[src/rtl/cook_sequencer_if.sv]
// Keypad/button/timer bundle for the microwave cook sequencer.
// Handshake: key_valid is a one-cycle pulse qualifying key_code; there is no
// ready, the sequencer samples every pulse and silently drops codes above 9
// or keys that arrive while cooking, paused or beeping. All other inputs are
// levels sampled on every clock edge; all outputs are registered levels except
// count_en, which is a one-cycle pulse per 1-second tick.
interface cook_sequencer_if;
  logic        key_valid;
  logic [3:0]  key_code;
  logic        startn;
  logic        stopn;
  logic        door_closed;
  logic        timer_zero;
  logic        load_n;
  logic        count_en;
  logic        timer_clearn;
  logic [15:0] entry;
  logic        mag_on;
  logic        beep;
  logic [2:0]  state;

  // Environment side: drives buttons/keypad/timer status, observes controls.
  modport master (
    output key_valid, key_code, startn, stopn, door_closed, timer_zero,
    input  load_n, count_en, timer_clearn, entry, mag_on, beep, state
  );

  // Sequencer side.
  modport slave (
    input  key_valid, key_code, startn, stopn, door_closed, timer_zero,
    output load_n, count_en, timer_clearn, entry, mag_on, beep, state
  );
endinterface

[src/rtl/cook_sequencer.sv]
// Microwave control FSM: gathers a 4-digit BCD MM:SS entry from the keypad,
// loads it into the external down-counter, paces it with a 1-second tick,
// drives the magnetron and sequences door/stop/beep handling.
module cook_sequencer #(
  parameter int TICK_DIV   = 100,
  parameter int BEEP_TICKS = 3
) (
  input logic             clock,
  input logic             clearn,
  cook_sequencer_if.slave bus
);
  localparam int PW = $clog2(TICK_DIV);
  localparam int BW = $clog2(BEEP_TICKS + 1);
  localparam logic [PW-1:0] PRESC_LAST = PW'(TICK_DIV - 1);
  localparam logic [BW-1:0] BEEP_LAST  = BW'(BEEP_TICKS - 1);

  typedef enum logic [2:0] {
    S_IDLE  = 3'd0,
    S_ENTRY = 3'd1,
    S_COOK  = 3'd2,
    S_PAUSE = 3'd3,
    S_DONE  = 3'd4
  } state_e;

  state_e          state_q, state_d;
  logic [15:0]     entry_q, entry_d;
  logic            load_n_q, load_n_d;
  logic            count_en_q, count_en_d;
  logic            timer_clearn_q, timer_clearn_d;
  logic            mag_on_q, mag_on_d;
  logic            beep_q, beep_d;
  logic [PW-1:0]   presc_q, presc_d;
  logic [BW-1:0]   beep_cnt_q, beep_cnt_d;
  logic            startn_q, stopn_q;

  logic start_ev, stop_ev, tick, key_ok;

  // Falling edges of the debounced buttons, plus tick and accepted-key decode.
  always_comb begin
    start_ev = startn_q & ~bus.startn;
    stop_ev  = stopn_q & ~bus.stopn;
    tick     = (presc_q == PRESC_LAST);
    key_ok   = bus.key_valid && (bus.key_code <= 4'd9);
  end

  // Next-state and registered-output logic; the load pulse itself marks the
  // one-cycle gap between accepting start and entering COOK.
  always_comb begin
    state_d        = state_q;
    entry_d        = entry_q;
    load_n_d       = 1'b1;
    count_en_d     = 1'b0;
    timer_clearn_d = 1'b1;
    beep_d         = 1'b0;
    presc_d        = presc_q;
    beep_cnt_d     = beep_cnt_q;
    case (state_q)
      S_IDLE, S_ENTRY: begin
        if (stop_ev) begin
          state_d        = S_IDLE;
          entry_d        = '0;
          timer_clearn_d = 1'b0;
        end else if (!load_n_q) begin
          state_d = S_COOK;
          presc_d = '0;
        end else if (state_q == S_ENTRY && start_ev) begin
          if (bus.door_closed && entry_q != 16'h0000) load_n_d = 1'b0;
        end else if (key_ok) begin
          entry_d = {entry_q[11:0], bus.key_code};
          state_d = S_ENTRY;
        end
      end
      S_COOK: begin
        if (stop_ev) begin
          state_d = S_PAUSE;
        end else if (bus.timer_zero) begin
          state_d    = S_DONE;
          presc_d    = '0;
          beep_cnt_d = '0;
          beep_d     = 1'b1;
        end else if (!bus.door_closed) begin
          state_d = S_PAUSE;
        end else begin
          count_en_d = tick;
          presc_d    = tick ? '0 : presc_q + PW'(1);
        end
      end
      S_PAUSE: begin
        if (stop_ev) begin
          state_d        = S_IDLE;
          entry_d        = '0;
          timer_clearn_d = 1'b0;
        end else if (bus.door_closed && start_ev) begin
          state_d = S_COOK;
        end
      end
      S_DONE: begin
        if (stop_ev) begin
          state_d = S_IDLE;
          entry_d = '0;
        end else if (tick) begin
          presc_d = '0;
          if (beep_cnt_q == BEEP_LAST) begin
            state_d    = S_IDLE;
            entry_d    = '0;
            beep_cnt_d = '0;
          end else begin
            beep_d     = 1'b1;
            beep_cnt_d = beep_cnt_q + BW'(1);
          end
        end else begin
          beep_d  = 1'b1;
          presc_d = presc_q + PW'(1);
        end
      end
      default: begin
        state_d = S_IDLE;
        entry_d = '0;
      end
    endcase
    mag_on_d = (state_d == S_COOK);
  end

  // State and output registers with synchronous active-low reset.
  always_ff @(posedge clock) begin
    if (!clearn) begin
      state_q        <= S_IDLE;
      entry_q        <= '0;
      load_n_q       <= 1'b1;
      count_en_q     <= 1'b0;
      timer_clearn_q <= 1'b0;
      mag_on_q       <= 1'b0;
      beep_q         <= 1'b0;
      presc_q        <= '0;
      beep_cnt_q     <= '0;
      startn_q       <= 1'b1;
      stopn_q        <= 1'b1;
    end else begin
      state_q        <= state_d;
      entry_q        <= entry_d;
      load_n_q       <= load_n_d;
      count_en_q     <= count_en_d;
      timer_clearn_q <= timer_clearn_d;
      mag_on_q       <= mag_on_d;
      beep_q         <= beep_d;
      presc_q        <= presc_d;
      beep_cnt_q     <= beep_cnt_d;
      startn_q       <= bus.startn;
      stopn_q        <= bus.stopn;
    end
  end

  assign bus.state        = state_q;
  assign bus.entry        = entry_q;
  assign bus.load_n       = load_n_q;
  assign bus.count_en     = count_en_q;
  assign bus.timer_clearn = timer_clearn_q;
  assign bus.mag_on       = mag_on_q;
  assign bus.beep         = beep_q;
endmodule

[src/flat_wrapper.sv]
// flat-port wrapper written by rule: the top's interface ports become plain ports
module cook_sequencer_flat 
#(
  parameter int TICK_DIV   = 100,
  parameter int BEEP_TICKS = 3
)
  (clock, clearn, bus_key_valid, bus_key_code, bus_startn, bus_stopn, bus_door_closed, bus_timer_zero, bus_load_n, bus_count_en, bus_timer_clearn, bus_entry, bus_mag_on, bus_beep, bus_state);
  cook_sequencer_if bus_i ();
  input logic clock;
  input logic clearn;
  input wire logic [$bits(bus_i.key_valid)-1:0] bus_key_valid;
  input wire logic [$bits(bus_i.key_code)-1:0] bus_key_code;
  input wire logic [$bits(bus_i.startn)-1:0] bus_startn;
  input wire logic [$bits(bus_i.stopn)-1:0] bus_stopn;
  input wire logic [$bits(bus_i.door_closed)-1:0] bus_door_closed;
  input wire logic [$bits(bus_i.timer_zero)-1:0] bus_timer_zero;
  output wire logic [$bits(bus_i.load_n)-1:0] bus_load_n;
  output wire logic [$bits(bus_i.count_en)-1:0] bus_count_en;
  output wire logic [$bits(bus_i.timer_clearn)-1:0] bus_timer_clearn;
  output wire logic [$bits(bus_i.entry)-1:0] bus_entry;
  output wire logic [$bits(bus_i.mag_on)-1:0] bus_mag_on;
  output wire logic [$bits(bus_i.beep)-1:0] bus_beep;
  output wire logic [$bits(bus_i.state)-1:0] bus_state;
  assign bus_i.key_valid = bus_key_valid;
  assign bus_i.key_code = bus_key_code;
  assign bus_i.startn = bus_startn;
  assign bus_i.stopn = bus_stopn;
  assign bus_i.door_closed = bus_door_closed;
  assign bus_i.timer_zero = bus_timer_zero;
  assign bus_load_n = bus_i.load_n;
  assign bus_count_en = bus_i.count_en;
  assign bus_timer_clearn = bus_i.timer_clearn;
  assign bus_entry = bus_i.entry;
  assign bus_mag_on = bus_i.mag_on;
  assign bus_beep = bus_i.beep;
  assign bus_state = bus_i.state;
  cook_sequencer #(.TICK_DIV(TICK_DIV), .BEEP_TICKS(BEEP_TICKS)) u_core (.clock(clock), .clearn(clearn), .bus(bus_i));
endmodule
[config.mk]
export PLATFORM = sky130hd
export DESIGN_NAME = cook_sequencer_flat
export DESIGN_NICKNAME = d
export VERILOG_FILES = /design/src/rtl/cook_sequencer_if.sv /design/src/rtl/cook_sequencer.sv /design/src/flat_wrapper.sv
export SDC_FILE = /design/constraint.sdc
export NUM_CORES = 1
export LEC_CHECK = 0
export BUFFER_PORTS_ARGS = -buffer_cell sky130_fd_sc_hd__buf_2
export CORE_ASPECT_RATIO = 1.5
export CORE_MARGIN = 2
export CORE_UTILIZATION = 49
export CTS_CLUSTER_SIZE = 25
export DETAILED_ROUTE_END_ITERATION = 10
export PLACE_DENSITY = 0.73
export SLEW_MARGIN = 10
export SYNTH_ARGS = -nofsm -noshare
export SYNTH_HDL_FRONTEND = slang
export SYNTH_SLANG_ARGS = --single-unit
export TNS_END_PERCENT = 1
[constraint.sdc]
create_clock -name clock -period 3.3 [get_ports clock]
set_input_delay 0.33 -clock clock [delete_from_list [all_inputs] [get_ports clock]]
set_output_delay 0.33 -clock clock [all_outputs]
set_load 0.01 [all_outputs]
Word-level counts from Yosys, hierarchy flattened
Cells that the tools add are included.
{ "totals": {"out_inout_bits": 24, "regBits": 35, "wordCells": 104, "in_bits": 11} }
{ "op_classes": {"magnitude_cmp": 1, "add_sub_neg": 2, "n_bitwise": 10, "eq_ne": 20, "mux": 45, "n_reduce_logical": 15} }
{ "ops": {"columns": ["operator", "count"], "rows": [
  ["$mux 16", 8],
  ["$pmux 16 s4", 1],
  ["$mux 7", 7],
  ["$mux 3", 12],
  ["$pmux 7 s3", 1],
  ["$reduce_bool 16->1", 1],
  ["$ne 3x1->1 const B", 4],
  ["$pmux 3 s4", 1],
  ["$mux 2", 5],
  ["$ne 2x2->1 const B", 5],
  ["$reduce_or 5->1", 2],
  ["$eq 3x2->1 const B", 3],
  ["$mux 1", 8],
  ["$not 1->1", 8],
  ["$add 7x1->7 const B", 1],
  ["$eq 7x7->1 const B", 1],
  ["$reduce_and 7->1", 1],
  ["$reduce_and 6->1", 1],
  ["$reduce_and 5->1", 1],
  ["$le 4x4->1 const B", 1],
  ["$logic_and 1x1->1", 4],
  ["$ne 2x1->1 const B", 2],
  ["$pmux 2 s2", 1],
  ["$eq 3x1->1 const B", 1],
  ["12 further kinds", 13]
]} }

Logic depth before layout (Yosys ltp)
{ "depth": {"ltp_word": 8, "ltp_mapped": 8, "mapped_depth_nobuf": 5} }

Worst setup path after synthesis
Ideal clock, no wire load.
{ "synth_timing": {"kind": "register to register", "start": "register u_core.state_q[2], in the netlist u_core.bus.state[2]", "end": "register u_core.entry_q[0], in the netlist u_core.bus.entry[0]", "arrival_time_ns": 1.753, "setup_slack_ns": 1.476, "path_stages_with_launch": 7, "setup_ns": 0.072, "synth_period_minus_slack_ns": 1.824, "n_path_buf": 2, "required_time_ns": 3.228, "path_cell_list": "dfxtp_1 > buf_6 > or3b_4 > a31o_4 > o22ai_4 > buf_12 > mux2i_1"} }
{ "synth_between": {"elab_chain_cells": 4, "elab_cells_between_ends": 16, "classes_between": "eq/ne (10); mux (1); bitwise (1); reduce/logical (4)"} }
{ "synth_lines": {"columns": ["element", "line", "text"], "rows": [
  ["from (decl)", "cook_sequencer.sv:25", "state_e state_q, state_d;"],
  ["from (signal assigned)", "cook_sequencer.sv:139", "state_q <= state_d;"],
  ["$eq 3x1->1 / $logic_not 3->1 (equally long branches)", "cook_sequencer.sv:57, cook_sequencer.sv:66", null],
  ["$reduce_or 2->1 / $logic_and 1x1->1 (equally long branches)", "cook_sequencer.sv:57, cook_sequencer.sv:66", null],
  ["$ne 3x1->1 (no source line) / $ne 3x2->1 (equally long branches)", null, null],
  ["$reduce_and 7->1 (no source line)", null, null],
  ["to (signal assigned)", "cook_sequencer.sv:140", "entry_q <= entry_d;"],
  ["to (decl)", "cook_sequencer.sv:26", "logic [15:0] entry_q, entry_d;"]
]} }
Parallel ways exist; a longest one is shown, timed or not.
A chain may end at the register's enable or synchronous reset.

Worst setup path after layout
{ "layout_timing": {"start": "register u_core.state_q[2], in the netlist u_core.bus.state[2]", "end": "register u_core.entry_q[5], in the netlist u_core.bus.entry[5]"} }
The elaborated chain is that of the path after synthesis.

==> qor.yml <==
run_status:
  status: "completed"
yosys:
  yosysWarnings: 0
  synth_area_um2: 1670
  synthCells: 188
  yosysSeqAreaShare_pct: 41.9
  yosys-top-cells-count: "nand2_1, dfxtp_1, mux2i_1"
  syn_avg_cell_area_um2: 8.90
  ys_ff_latch: 35
  synth.most_common_cell: "nand2_1"
  ys.flop_type: "dfxtp_1"
  async_flop_share_pct: 0
  yosysTopAreaCellShare_pct: 41.9
  synth.largest_area_cell: "dfxtp_1"
  syn_nets: 200
  synth_edf_count: 0
  yosysUniqueCellTypes: 43
  yosys-top-cells-area: "dfxtp_1, mux2i_1, nand2_1"
die:
  initial_core_util_pct: 50.0
  pin_count: 35
  row_count: 26
  die_w_um: 51.7
  die_h_um: 75.6
  core_area_um2: 3350
  die_area_um2: 3910
power:
  power.share.clock_pct: 40.4
  intPower_uw: 650
  seqPwrFrac_pct: 50.8
  switching_share_pct: 24.6
  leakage_uw: 0.000774
  max-vdd-ir-drop_mv: 0.276
  pwr-share-comb_pct: 8.8
  cellPowerDensity_nw_per_um2: 446
  p_sw_uw: 212
timing:
  fmax_mhz: 478
  worst_pin_slew_ns: 0.702
  fin_crit_ns: 2.09
  setup_tns_ns: 0
  fin_crit_sh_pct: 63.4
  finalHoldViolations: 0
  skew_ns: 0.00758
  slew_viol_final: 0
  rsz0062_at_grt: "no"
  relSlewSlack_pct: 53.2
  setup_viol: 0
clock_network:
  cts.clk_slew.worst_paths_ns: 0.07
  worstSkewPairLatency_ns: 0.29
  cts_buffers: 5
  post_cts_resized: 0
  root_buffer: "clkbuf_8"
  cts_buffer_depth: 2
  post_cts_buffers: 0
  cts_tree: "done"
  htreeDepth: 2
  numClockSinks: 35
  cts_hold_buf: 0
finish:
  drive_gt1_share_pct: 22.7
  num_antenna_cells: 0
  n_fill_cell: 308
  fin_area_um2: 1930
  final_core_util_pct: 57.7
  seq_area_um2: 701
  final_nets: 231
  syn_to_final_growth_pct: 15.5
  multi_input_area_um2: 892
worst_setup_path:
  startpoint_type: "flip-flop"
  cp.buffers_inverters: 0
  slowest_delay_ns: 0.54
  required_ns: 3.52
  r2r_setup_slack_ns: 1.21
  cp_max_fo: 16
  cpLargestDelayFamily: "compound AO/OA/AOI/OAI gates"
  worst_path_max_delay_cell: "o22ai_4"
  critPathKind: "reg -> reg"
  timing.rr.start: "u_core.bus.state[2]"
  worst_setup_path_end_kind: "flip-flop"
  path_cells: "or3b_4 -> a31o_4 -> o22ai_4 -> mux2i_1"
  critPathLaunch: "u_core.bus.state[2]"
  cp.arrival_ns: 2.31
route:
  met3_length_um: 168
  post-route-drc-count: 0
  finalWirelength_um: 3460
  dr.pass1.iters: 4
  dr_wl_met2_um: 1710
  ant_nets: 0
  post_drt_wl_per_cell_um: 13.2
  routed.top_layer: "met4"
  vias_per_cell: 5.53
  drt_iter0_drc: 33
  vias: 1448
  met1_length_um: 1520
global_routing:
  grt_max_degree: 30
  grt_remaining_overflow: 0
  antenna_found_initial: 0
  grt_pass1_vias: 1271
  track_usage_pct: 19.8
  grt_pass1_wl_um: 5760
worst_hold_path:
  min_from: "bus_stopn"
  hold_class: "in -> reg"
placement:
  numPortBuffers: 34
  place_area_um2: 1830
  place_congestion: 0.836
  hpwl_um: 2450
run:
  drv_cap: 0
## cells by family after synthesis
| family | synth area share [%] |
|---|---|
| XOR/XNOR | 2.62 |
| multiplexers | 10.8 |
| flip-flops | 41.9 |
| buffers and inverters | 4.86 |
| adder cells (fa/ha/maj) | 0.747 |
| AO/OA/AOI/OAI | 11.0 |
| AND/OR/NAND/NOR | 28.2 |
## sequential cells by signal, summed over array words and instances (netlist names)
register,count
u_core.bus.state,3
u_core.bus.mag_on,1
u_core.bus.entry,16
u_core.bus.timer_clearn,1
u_core.bus.count_en,1
u_core.stopn_q,1
u_core.bus.load_n,1
u_core.beep_cnt_q,2
u_core.bus.beep,1
u_core.startn_q,1
u_core.presc_q,7
## cell type report
cell class                 instances  area share (%)
clock buffer                       7            4.98
sequential                        35            36.2
timing repair buffer              35            9.18
inverter                           2           0.388
clock inverter                     1           0.388
tap                               42            2.72
multi-input combinational        140            46.1
## placed cells by master (no fill, tap or decap), types with 3 or more instances in the layout
cell / synthesis / routed
nor2_1: 15 / 15
nor3_1: 3 / 3
nor4_1: 7 / 7
o21ai_0: 5 / 5
nand3_1: 5 / 5
nand2b_1: 3 / 3
a21oi_1: 5 / 5
xnor2_1: 5 / 5
mux2i_1: 18 / 18
nand2_1: 43 / 43
dfxtp_1: 35 / 35
buf_2: 4 / 34
clkbuf_8: 0 / 7
## power by group through the flow
stage               Sequential [uW]  Combinational, uW  Clock (uW)
finish                          439               75.8         348
global route                    439               83.1         372
CTS                             438               76.2         358
detailed placement              448               75.8           0
global placement                448               75.9           0
floorplan                       448               56.1           0
## path summary, 6_finish.rpt
kind / endpoint / cells past startpoint
worst max-delay path: u_core.bus.entry[5] / 4
worst min register to register: u_core.bus.entry[14] / 2
worst max register to register: u_core.bus.entry[5] / 4
worst min-delay path: u_core.stopn_q / 2
## through the flow
stage	power, uW	cells	worst slack, ns	hold slack (ns)
6_report	862	262	1.21	0.250
5_1_grt	895	262	1.06	0.256
4_1_cts	872	262	1.20	0.246
3_3_place_gp	524	254	1.29	0.460
3_5_place_dp	524	254	1.22	0.472
2_1_floorplan	504	188	1.48	0.431
## per-layer routing
| metal | vias to the layer above | track usage, % |
|---|---|---|
| li1 | 721 | - |
| met1 | 679 | 22.7 |
| met2 | 40 | 34.2 |
| met3 | 8 | 5.29 |
| met4 | 0 | 8.77 |
| met5 | - | 0 |
(Power assumes the default switching activity.)
